<file path="src/rtl/btc_dec_iter_ctrl.sv">
// Iteration scheduler for the BTC decoder array: alternates column/row halves with a flush gap.
// Optional early stop on a zero-error row half is enabled by BTC_DEC_ITER_CTRL_EARLY_STOP_EN.
module btc_dec_iter_ctrl #(
  parameter int pITER_W = 4,
  parameter int pERR_W  = 16,
  parameter int pFLUSH  = 4
) (
  input  logic               iclk,
  input  logic               ireset,
  input  logic               iclkena,
  input  logic               istart,
  input  logic [pITER_W-1:0] iNiter,
  input  logic               ihalf_done,
  input  logic               ibiterr_val,
  input  logic [pERR_W-1:0]  ibiterr,
  output logic               ordy,
  output logic               obusy,
  output logic               orow_mode,
  output logic               ohalf_start,
  output logic               olast_half,
  output logic [pITER_W-1:0] oiter,
  output logic               odone,
  output logic [pITER_W-1:0] oiter_used,
  output logic [pERR_W-1:0]  oerr,
  output logic [2:0]         ostate
);

  typedef enum logic [2:0] {
    IDLE, COL_START, COL_RUN, COL_FLUSH, ROW_START, ROW_RUN, ROW_FLUSH, DONE
  } state_t;

  localparam logic [7:0] FLUSH_INIT = 8'(pFLUSH);

  state_t             state;
  logic [pITER_W-1:0] niter;
  logic [7:0]         flush_cnt;
  logic [pERR_W-1:0]  err_q;
  logic               last_iter;
  logic               early_stop;
  logic               capture;

  assign last_iter = (oiter == niter - 1'b1);
  assign capture   = (state == COL_RUN) || (state == COL_FLUSH) ||
                     (state == ROW_RUN) || (state == ROW_FLUSH);

`ifdef BTC_DEC_ITER_CTRL_EARLY_STOP_EN
  assign early_stop = (err_q == '0);
`else
  assign early_stop = 1'b0;
`endif

  always_ff @(posedge iclk or negedge ireset) begin
    if (!ireset) begin
      state      <= IDLE;
      niter      <= {{(pITER_W-1){1'b0}}, 1'b1};
      flush_cnt  <= '0;
      err_q      <= '0;
      orow_mode  <= 1'b0;
      oiter      <= '0;
      oiter_used <= '0;
      oerr       <= '0;
    end else if (iclkena) begin
      // Last report within a half wins; START states clear it below.
      if (capture && ibiterr_val)
        err_q <= ibiterr;
      case (state)
        IDLE: begin
          if (istart) begin
            niter     <= (iNiter == '0) ? {{(pITER_W-1){1'b0}}, 1'b1} : iNiter;
            oiter     <= '0;
            orow_mode <= 1'b0;
            state     <= COL_START;
          end
        end
        COL_START: begin
          err_q <= '0;
          state <= COL_RUN;
        end
        COL_RUN: begin
          if (ihalf_done) begin
            flush_cnt <= FLUSH_INIT;
            state     <= COL_FLUSH;
          end
        end
        COL_FLUSH: begin
          if (flush_cnt == 8'd0) begin
            orow_mode <= 1'b1;
            state     <= ROW_START;
          end else begin
            flush_cnt <= flush_cnt - 8'd1;
          end
        end
        ROW_START: begin
          err_q <= '0;
          state <= ROW_RUN;
        end
        ROW_RUN: begin
          if (ihalf_done) begin
            flush_cnt <= FLUSH_INIT;
            state     <= ROW_FLUSH;
          end
        end
        ROW_FLUSH: begin
          if (flush_cnt == 8'd0) begin
            if (last_iter || early_stop) begin
              // Results are published on DONE entry so they are valid with odone.
              oiter_used <= oiter + 1'b1;
              oerr       <= err_q;
              state      <= DONE;
            end else begin
              oiter     <= oiter + 1'b1;
              orow_mode <= 1'b0;
              state     <= COL_START;
            end
          end else begin
            flush_cnt <= flush_cnt - 8'd1;
          end
        end
        DONE:    state <= IDLE;
        default: state <= IDLE;
      endcase
    end
  end

  assign ordy        = (state == IDLE);
  assign obusy       = ~ordy;
  assign ohalf_start = (state == COL_START) || (state == ROW_START);
  assign odone       = (state == DONE);
  assign olast_half  = ((state == ROW_START) || (state == ROW_RUN) ||
                        (state == ROW_FLUSH)) && last_iter;
  assign ostate      = state;

endmodule

</file>
<file path="config.mk">
export PLATFORM = sky130hd
export DESIGN_NAME = btc_dec_iter_ctrl
export DESIGN_NICKNAME = d
export VERILOG_FILES = /design/src/rtl/btc_dec_iter_ctrl.sv
export SDC_FILE = /design/constraint.sdc
export NUM_CORES = 1
export LEC_CHECK = 0
export BUFFER_PORTS_ARGS = -buffer_cell sky130_fd_sc_hd__clkbuf_2
export CORE_UTILIZATION = 40
export CTS_CLUSTER_DIAMETER = 40
export DETAILED_ROUTE_END_ITERATION = 10
export PLACE_DENSITY_LB_ADDON = 0.3
export SLEW_MARGIN = 20
export SYNTH_ARGS = -nofsm -noshare
export SYNTH_HDL_FRONTEND = slang
export SYNTH_SLANG_ARGS = --single-unit
export TNS_END_PERCENT = 20
</file>
<file path="constraint.sdc">
create_clock -name iclk -period 2.6 [get_ports iclk]
set_input_delay 0.26 -clock iclk [delete_from_list [all_inputs] [get_ports iclk]]
set_output_delay 0.26 -clock iclk [all_outputs]
set_load 0.01 [all_outputs]
</file>
After elaboration in Yosys (flattened, before gate mapping)
Cells that the tools add are included.
- output and inout bits: 33
- register bits: 56
- bits of input ports: 26
- $add $sub $neg: 3
- bitwise logic cells: 1
- mux-type cells: 22
- reductions and logical operators: 25
- equality and inequality tests: 16
- operators with widths (cell ; count):
    two-way mux 16 bit ; 2
    case mux 3 bit (8 select lines) ; 1
    two-way mux 3 bit ; 6
    two-way mux 4 bit ; 4
    two-way mux 8 bit ; 2
    case mux 8 bit (2 select lines) ; 1
    equality test 3 bit (second input constant) ; 4
    != test 2 bit (second input constant) ; 6
    AND reduction 6 bit ; 2
    logical NOT 8 bit ; 1
    case mux 4 bit (2 select lines) ; 1
    AND reduction 4 bit ; 2
    subtractor 8 x 1 -> 8 bit (second input constant) ; 1
    equality test 3 x 2 -> 1 bit (second input constant) ; 2
    logical OR 1 bit ; 6
    nonzero test 2 bit ; 3
    OR reduction 2 bit ; 3
    AND reduction 5 bit ; 1
    adder 4 x 1 -> 4 bit (second input constant) ; 1
    equality test 4 bit ; 1
    logical NOT 4 bit ; 1
    two-way mux 1 bit ; 4
    != test 2 x 1 -> 1 bit (second input constant) ; 2
    subtractor 4 x 1 -> 4 bit (second input constant) ; 1
    8 further kinds ; 9

Logic depth before layout (Yosys ltp)
Gate-level depths: netlist of the first run.
- depth after elaboration: 7
- gate-level depth with buffers: 9

Worst setup path after synthesis of the first run
OpenSTA, ideal clock, no wires.
- path type: reg-to-reg
- start point: reg niter[0]
- end point: reg oerr[10]
- buffers on the path: 2
- slack: 412 ps
- arrival time: 2064 ps
- stages on the path, launching flop included: 10
- period minus slack after synthesis: 2188 ps
- cell sequence: dfstp_2 > inv_1 > ha_1 > xnor2_1 > nor2_1 > and4_1 > buf_2 > and3_4 > buf_6 > mux2_2
- word-level cells in the longest chain between the ends: 3
- ends and longest elaborated chain (item ; RTL line ; text):
    start, declared ; 35 ; logic [pITER_W-1:0] niter;
    start signal, assigned ; 55 ; niter <= {{(pITER_W-1){1'b0}}, 1'b1};
    start signal, assigned ; 69 ; niter <= (iNiter == '0) ? {{(pITER_W-1){1'b0}}, 1'b1} : iNiter;
    subtractor 4 x 1 -> 4 bit ; 42 ; assign last_iter = (oiter == niter - 1'b1);
    equality test 4 bit ; 42 ;
    AND reduction 4 bit (no line) ; n/a ;
    end signal, assigned ; 108 ; oerr <= err_q;
    end, declared ; 24 ; output logic [pERR_W-1:0] oerr,
Every way passes these cells.
A chain may end at the register's enable or synchronous reset.

Worst setup path in the final report of the first run
- start point: reg niter[0]
- end point: reg oerr[2]
The elaborated chain is that of the path after synthesis.

==> run summary, run 1 <==
crit path max-delay cell type -> dfstp_2
routed vias/inst -> 5.152
GRT Util Overall -> 16.46%
setup violators final -> 0
CTS Buf Count -> 5
status -> complete, but fails checks
Vias -> 2030
detailed placement HPWL -> 3.842 mm
Worst Path Arrival -> 2.62 ns
critical path's top delay family -> simple AND/OR/NAND/NOR gates
critical path's largest stage delay -> 0.56 ns
Async S/R FF share, synth -> 100.0%
port buffer count -> 58
num rows -> 29
area growth from synthesis to layout -> 17.59%
crit-path cells -> inv_1 > ha_1 > xnor2_1 > xnor2_1 > and4_1 > and3_4 > mux2_2
R2R Setup Slk -> 0.18 ns
top cells by area, synth -> dfrtp_1 (51%), mux2_2 (7.9%), nand2_1 (5.9%), o21ai_0 (4.6%), xor2_1 (2.3%)
worst-path fanout max -> 20
cts repair resizes -> 0
FMAX -> 412.9 MHz
first-pass GRT wire length -> 9.432 mm
final core occ -> 49.59%
Clk pin slew, worst setup/hold paths -> 0.10 ns
CTS H-tree lvls -> 2
min cycle time layout -> 2.422 ns
Synth area leader -> dfrtp_1
Bufs on Longest Clock Path -> 2
yosys warns -> 0
Synth Instances -> 258
max cap viols -> 0
Placed Cells -> 386
crit end category -> flip-flop
Slew Viols, Final -> 0
Worst Tran Pin Value -> 0.7010 ns
Antenna Nets Post-Route -> 0
Non-Filler Instances -> 394
Required @ worst endpoint -> 2.80 ns
startpoint types -> flip-flop
initial antenna violation count -> 0
Syn Nets -> 288
full die area -> 7144 sq um
root buf cell -> clkbuf_8
vias in the first global route -> 2016
Place WS -> 0.1820 ns
WL/cell -> 13.69 um
hold buffer count at cts -> 0
#FFs+latches synth -> 56
crit share post-route -> 93.16%
Clock Latency Late Sink -> 0.31 ns
sequential area share after synthesis -> 51.49%
Worst R2R Start -> niter[0]
EDFF count, synth -> 0
initial drt markers -> 72
Die H -> 84.52 um
Synth cell types -> 48
RSZ-0062 raised after global routing -> false
TritonCTS clock tree -> done
Final TNS setup -> 0 ns
number of diodes -> 0
Starting Density -> 42.17%
mapped cell area -> 2724 sq um
drt total wl -> 5.394 mm
buffer and inverter count on the worst path -> 1
die extent in x -> 84.52 um
clock sink count -> 56
Reg2Reg Depth -> 7
Min-Delay Path Class -> primary input to async pin
leakage power -> 1.622 nW
Post-synth top cells -> dfrtp_1 (55), nand2_1 (43), o21ai_0 (25)
Post-synth top flop -> dfrtp_1
layout cells sized above 1 -> 32.18%
# DRC -> 2
Ports -> 59
Post-CTS Setup Bufs -> 0
Hold Slack -> 0.07257 ns
pin count of the biggest net entering global routing -> 57
GR Overflow Total -> 0
failing checks -> DRC
endpoints failing hold -> 0
relative slew slack -> 53.27%
count leader, synth -> dfrtp_1
power per cell area -> 1052 nW/um^2
Max VDD drop -> 600.9 uV
worst reg2reg path endpoint -> oerr[2]
GP Congestion -> 0.7756
nets@finish -> 346
Clock Skews -> 0.005509 ns
Final WS setup -> 0.1778 ns
DRT Pass-1 Iters -> 7
most frequent CP cell -> xnor2_1
core area -> 6459 sq um
share of the synthesized area in the top cell type -> 50.53%
kind of critical path -> flip-flop to flip-flop
Mapped Avg Cell Area -> 10.56 sq um
## how the worst max path moves through the flow
stage	start	end	slack, ns	cells past startpoint
finish	niter[0]	oerr[2]	0.18	7
global route	niter[0]	oiter_used[2]	0.05	7
CTS	niter[0]	oiter_used[2]	0.17	7
detailed placement	niter[0]	oerr[2]	0.18	7
global placement	niter[0]	oerr[10]	0.24	7
floorplan	niter[0]	oerr[10]	0.41	9
## metal layers
| layer | vias to the layer above | wire length (um) | track usage (%) |
|---|---|---|---|
| met3 | 5 | 184 | 3.441 |
| met2 | 34 | 2578 | 27.27 |
| li1 | 1012 | - | - |
| met1 | 979 | 2579 | 21.76 |
| met5 | - | 0 | 0 |
| met4 | 0 | 52 | 5.085 |
## through the flow
| stage | total power [mW] | instance area, sq um |
|---|---|---|
| after CTS | 3.409 | 3203 |
| after global routing | 3.656 | 3203 |
| final | 3.371 | 3203 |
| after detailed placement | 2.801 | 3082 |
| after global placement | 2.755 | 3082 |
| after floorplan | 2.397 | 2724 |
## cell families after synthesis
kind of cell             share of synthesized area (%)
flip-flops                                       51.49
adder cells (fa/ha/maj)                          1.837
AO/OA/AOI/OAI                                    13.09
AND/OR/NAND/NOR                                  14.74
buffers and inverters                            4.869
multiplexers                                     9.784
XOR/XNOR                                         4.180
## sequential cells by signal (all words and copies together) (netlist names)
name        count
oiter_used      4
err_q          16
ostate          3
oiter           4
orow_mode       1
niter           4
oerr           16
flush_cnt       8
## power by group
part / switching [mW] / total [mW] / internal [mW] / leakage, nW
logic: 0.790 / 1.39 / 0.601 / 0.838
clock network: 0.283 / 0.598 / 0.315 / 0.0614
registers: 0.226 / 1.38 / 1.16 / 0.722
total: 1.30 / 3.37 / 2.07 / 1.62
## final cells by class
type / instances / area, sq um
flip-flops and latches: 56 / 1403
inverters: 12 / 45.04
multi-input cells: 176 / 1195
fillers: 622 / 3256
clock inverters: 2 / 38.79
clock buffers: 6 / 82.58
well taps: 77 / 96.34
repair buffers: 65 / 342.8
## layout by cell type (no fill, tap or decap), types with 3 or more instances in the layout
master	instances
xor2_1	7
nor3_1	7
a21oi_1	5
mux2i_1	3
o211ai_1	3
inv_1	11
clkbuf_2	58
nor2_1	10
buf_4	7
dfrtp_1	55
clkbuf_8	6
ha_1	4
mux2_2	19
o21ai_0	25
nand2_1	43
and3_1	3
nand3_1	3
xnor2_1	6
or3_1	5
Note: power is estimated with default switching activity, not from simulation.
==> run 2, diff against run 1 <==
Settings changed: ABC_AREA set to 1.
==> run 2 against run 1 <==
Against the previous run:
- the run ends with hold timing left
- core utilization is 1.7 points lower
- first-iteration DRC count grew to 2.8 times the previous value
- via count is 32% higher
- critical path type is now flip-flop to output port
- critical endpoint is now olast_half
==> run summary, run 2 <==
most frequent cells in the layout -> nand2_1 (140), clkbuf_2 (58), dfrtp_1 (55)
FMAX -> 440.7 MHz
power per cell area -> 951.4 nW/um^2
Ports -> 59
crit-path cells -> inv_1 > ha_1 > inv_1 > nand2_1 > nand2_1 > nor2_1 > nand3_1 > nor2_1 > o21a_1 > clkbuf_2
routed vias/inst -> 4.805
first-pass GRT wire length -> 10.68 mm
kind of critical path -> flip-flop to output port
min cycle time layout -> 2.269 ns
share of the synthesized area in the top cell type -> 45.47%
Post-synth top flop -> dfrtp_1
Post-synth top cells -> nand2_1 (140), dfrtp_1 (55), nor2_1 (48)
clock sink count -> 56
vias in the first global route -> 2362
mapped cell area -> 3027 sq um
pin count of the biggest net entering global routing -> 41
Worst Path Arrival -> 2.01 ns
RSZ-0062 raised after global routing -> false
endpoints failing hold -> 26
critical path's largest stage delay -> 0.55 ns
number of diodes -> 0
top cells by area, synth -> dfrtp_1 (45%), nand2_1 (17%), nor2_1 (6.0%), nand3_1 (5.6%), inv_1 (5.5%)
layout cells sized above 1 -> 19.39%
Vias -> 2681
#FFs+latches synth -> 56
initial antenna violation count -> 0
Placed Cells -> 550
Starting Density -> 41.51%
Power Total -> 3.321 mW
crit share post-route -> 87.28%
Final Instance Area -> 3491 sq um
drt total wl -> 6.605 mm
met2 WL post-DR -> 3.193 mm
Reg2Reg Depth -> 11
M1 WL -> 3.018 mm
largest registers -> err_q x16, oerr x16, flush_cnt x8
Worst Tran Pin Value -> 0.7266 ns
cts repair resizes -> 0
R2R Setup Slk -> 0.58 ns
CTS H-tree lvls -> 2
Min-Delay Path Class -> primary input to async pin
yosys warns -> 0
DP Area -> 3397 sq um
Bufs on Longest Clock Path -> 2
crit path max-delay cell type -> dfstp_2
EDFF count, synth -> 0
Syn Nets -> 432
# DRC -> 0
area taken by multi-input logic gates -> 1359 sq um
crit end category -> output port
worst reg2reg path endpoint -> oiter[3]
Antenna Nets Post-Route -> 0
num rows -> 31
relative slew slack -> 51.56%
Synth Instances -> 402
filler instances -> 766
Final TNS setup -> 0 ns
area growth from synthesis to layout -> 15.34%
Worst R2R Start -> niter[0]
buffer and inverter count on the worst path -> 3
full die area -> 7918 sq um
DRT Pass-1 Iters -> 4
port buffer count -> 58
Async S/R FF share, synth -> 100.0%
detailed placement HPWL -> 4.792 mm
Synth area leader -> dfrtp_1
Clk pin slew, worst setup/hold paths -> 0.11 ns
status -> complete, but fails checks
root buf cell -> clkbuf_8
GRT Util Overall -> 17.40%
GR Overflow Total -> 0
met3 WL post-DR -> 288 um
Hold Slack -> -0.01744 ns
commonest non-fill, non-tap cell in the layout -> nand2_1
worst-path fanout max -> 5
failing checks -> hold timing
Clock Skews -> 0.009464 ns
startpoint types -> flip-flop
Max VDD drop -> 411.0 uV
Die H -> 88.99 um
Mapped Avg Cell Area -> 7.529 sq um
Non-Filler Instances -> 558
max cap viols -> 0
WL/cell -> 11.84 um
setup violators final -> 0
GP Congestion -> 0.8402
Required @ worst endpoint -> 2.34 ns
leakage power -> 2.034 nW
Slew Viols, Final -> 0
Post-CTS Setup Bufs -> 0
critical path's top delay family -> flip-flops
initial drt markers -> 204
TritonCTS clock tree -> done
CTS Buf Count -> 5
nets@finish -> 488
hold buffer count at cts -> 0
register area -> 1403 sq um
die extent in x -> 88.99 um
Clock Latency Late Sink -> 0.31 ns
core area -> 7292 sq um
Synth cell types -> 30
count leader, synth -> nand2_1
DR top layer -> met4
sequential area share after synthesis -> 46.34%
## run 2: metrics by stage
step,setup slack (ns),util [%]
6_report,0.3307,47.87
5_1_grt,0.1355,47.87
2_1_floorplan,0.6876,-
4_1_cts,0.3291,47.87
3_5_place_dp,0.6537,46.59
3_3_place_gp,0.7321,46.59
## run 2: where the power goes
group          switching (mW)  leakage [nW]  internal (mW)  total, mW
sequential              0.196         0.743           1.10       1.30
combinational           0.992          1.25          0.534       1.53
clock                   0.303        0.0452          0.197      0.500
total                    1.49          2.03           1.83       3.32
## run 2: cells by family after synthesis
| family | Yosys count | share of synthesized area, % |
|---|---|---|
| simple gates | 256 | 37.16 |
| buf+inv | 62 | 8.764 |
| flops | 56 | 46.34 |
| compound gates | 15 | 3.472 |
| xor+xnor | 9 | 2.605 |
| fa+ha+maj | 4 | 1.654 |
## run 2: worst max path at each step
stage / start / endpoint / slack (ns) / cells past startpoint
final: niter[0] / olast_half / 0.33 / 10
after global placement: niter[0] / oiter[1] / 0.73 / 11
after CTS: niter[0] / olast_half / 0.33 / 10
after detailed placement: niter[0] / oerr[7] / 0.65 / 11
after global routing: niter[0] / olast_half / 0.14 / 10
after floorplan: niter[0] / olast_half / 0.69 / 10
## run 2: area by class of cell
type / count / share of cell area (%)
Clock buffer: 5 / 1.971
Clock inverter: 3 / 0.7168
Inverter: 47 / 5.054
Multi-Input combinational cell: 284 / 38.92
Sequential cell: 56 / 40.18
Tap cell: 99 / 3.548
Timing Repair Buffer: 64 / 9.606
## run 2: worst register-to-register path, stage by stage (launching register included)
cell	delay, ns
dfstp_2	0.55
inv_1	0.08
ha_1	0.33
inv_1	0.08
nand2_1	0.06
nand2_1	0.08
nand3_1	0.07
nor2_1	0.15
nand3_2	0.21
nand2_1	0.20
nand2_1	0.09
nand2_1	0.07
## run 2: layer usage
metal,global-route usage (%),vias to the layer above
met4,4.762,0
li1,-,1370
met5,0,-
met2,29.51,66
met3,3.509,10
met1,22.75,1235
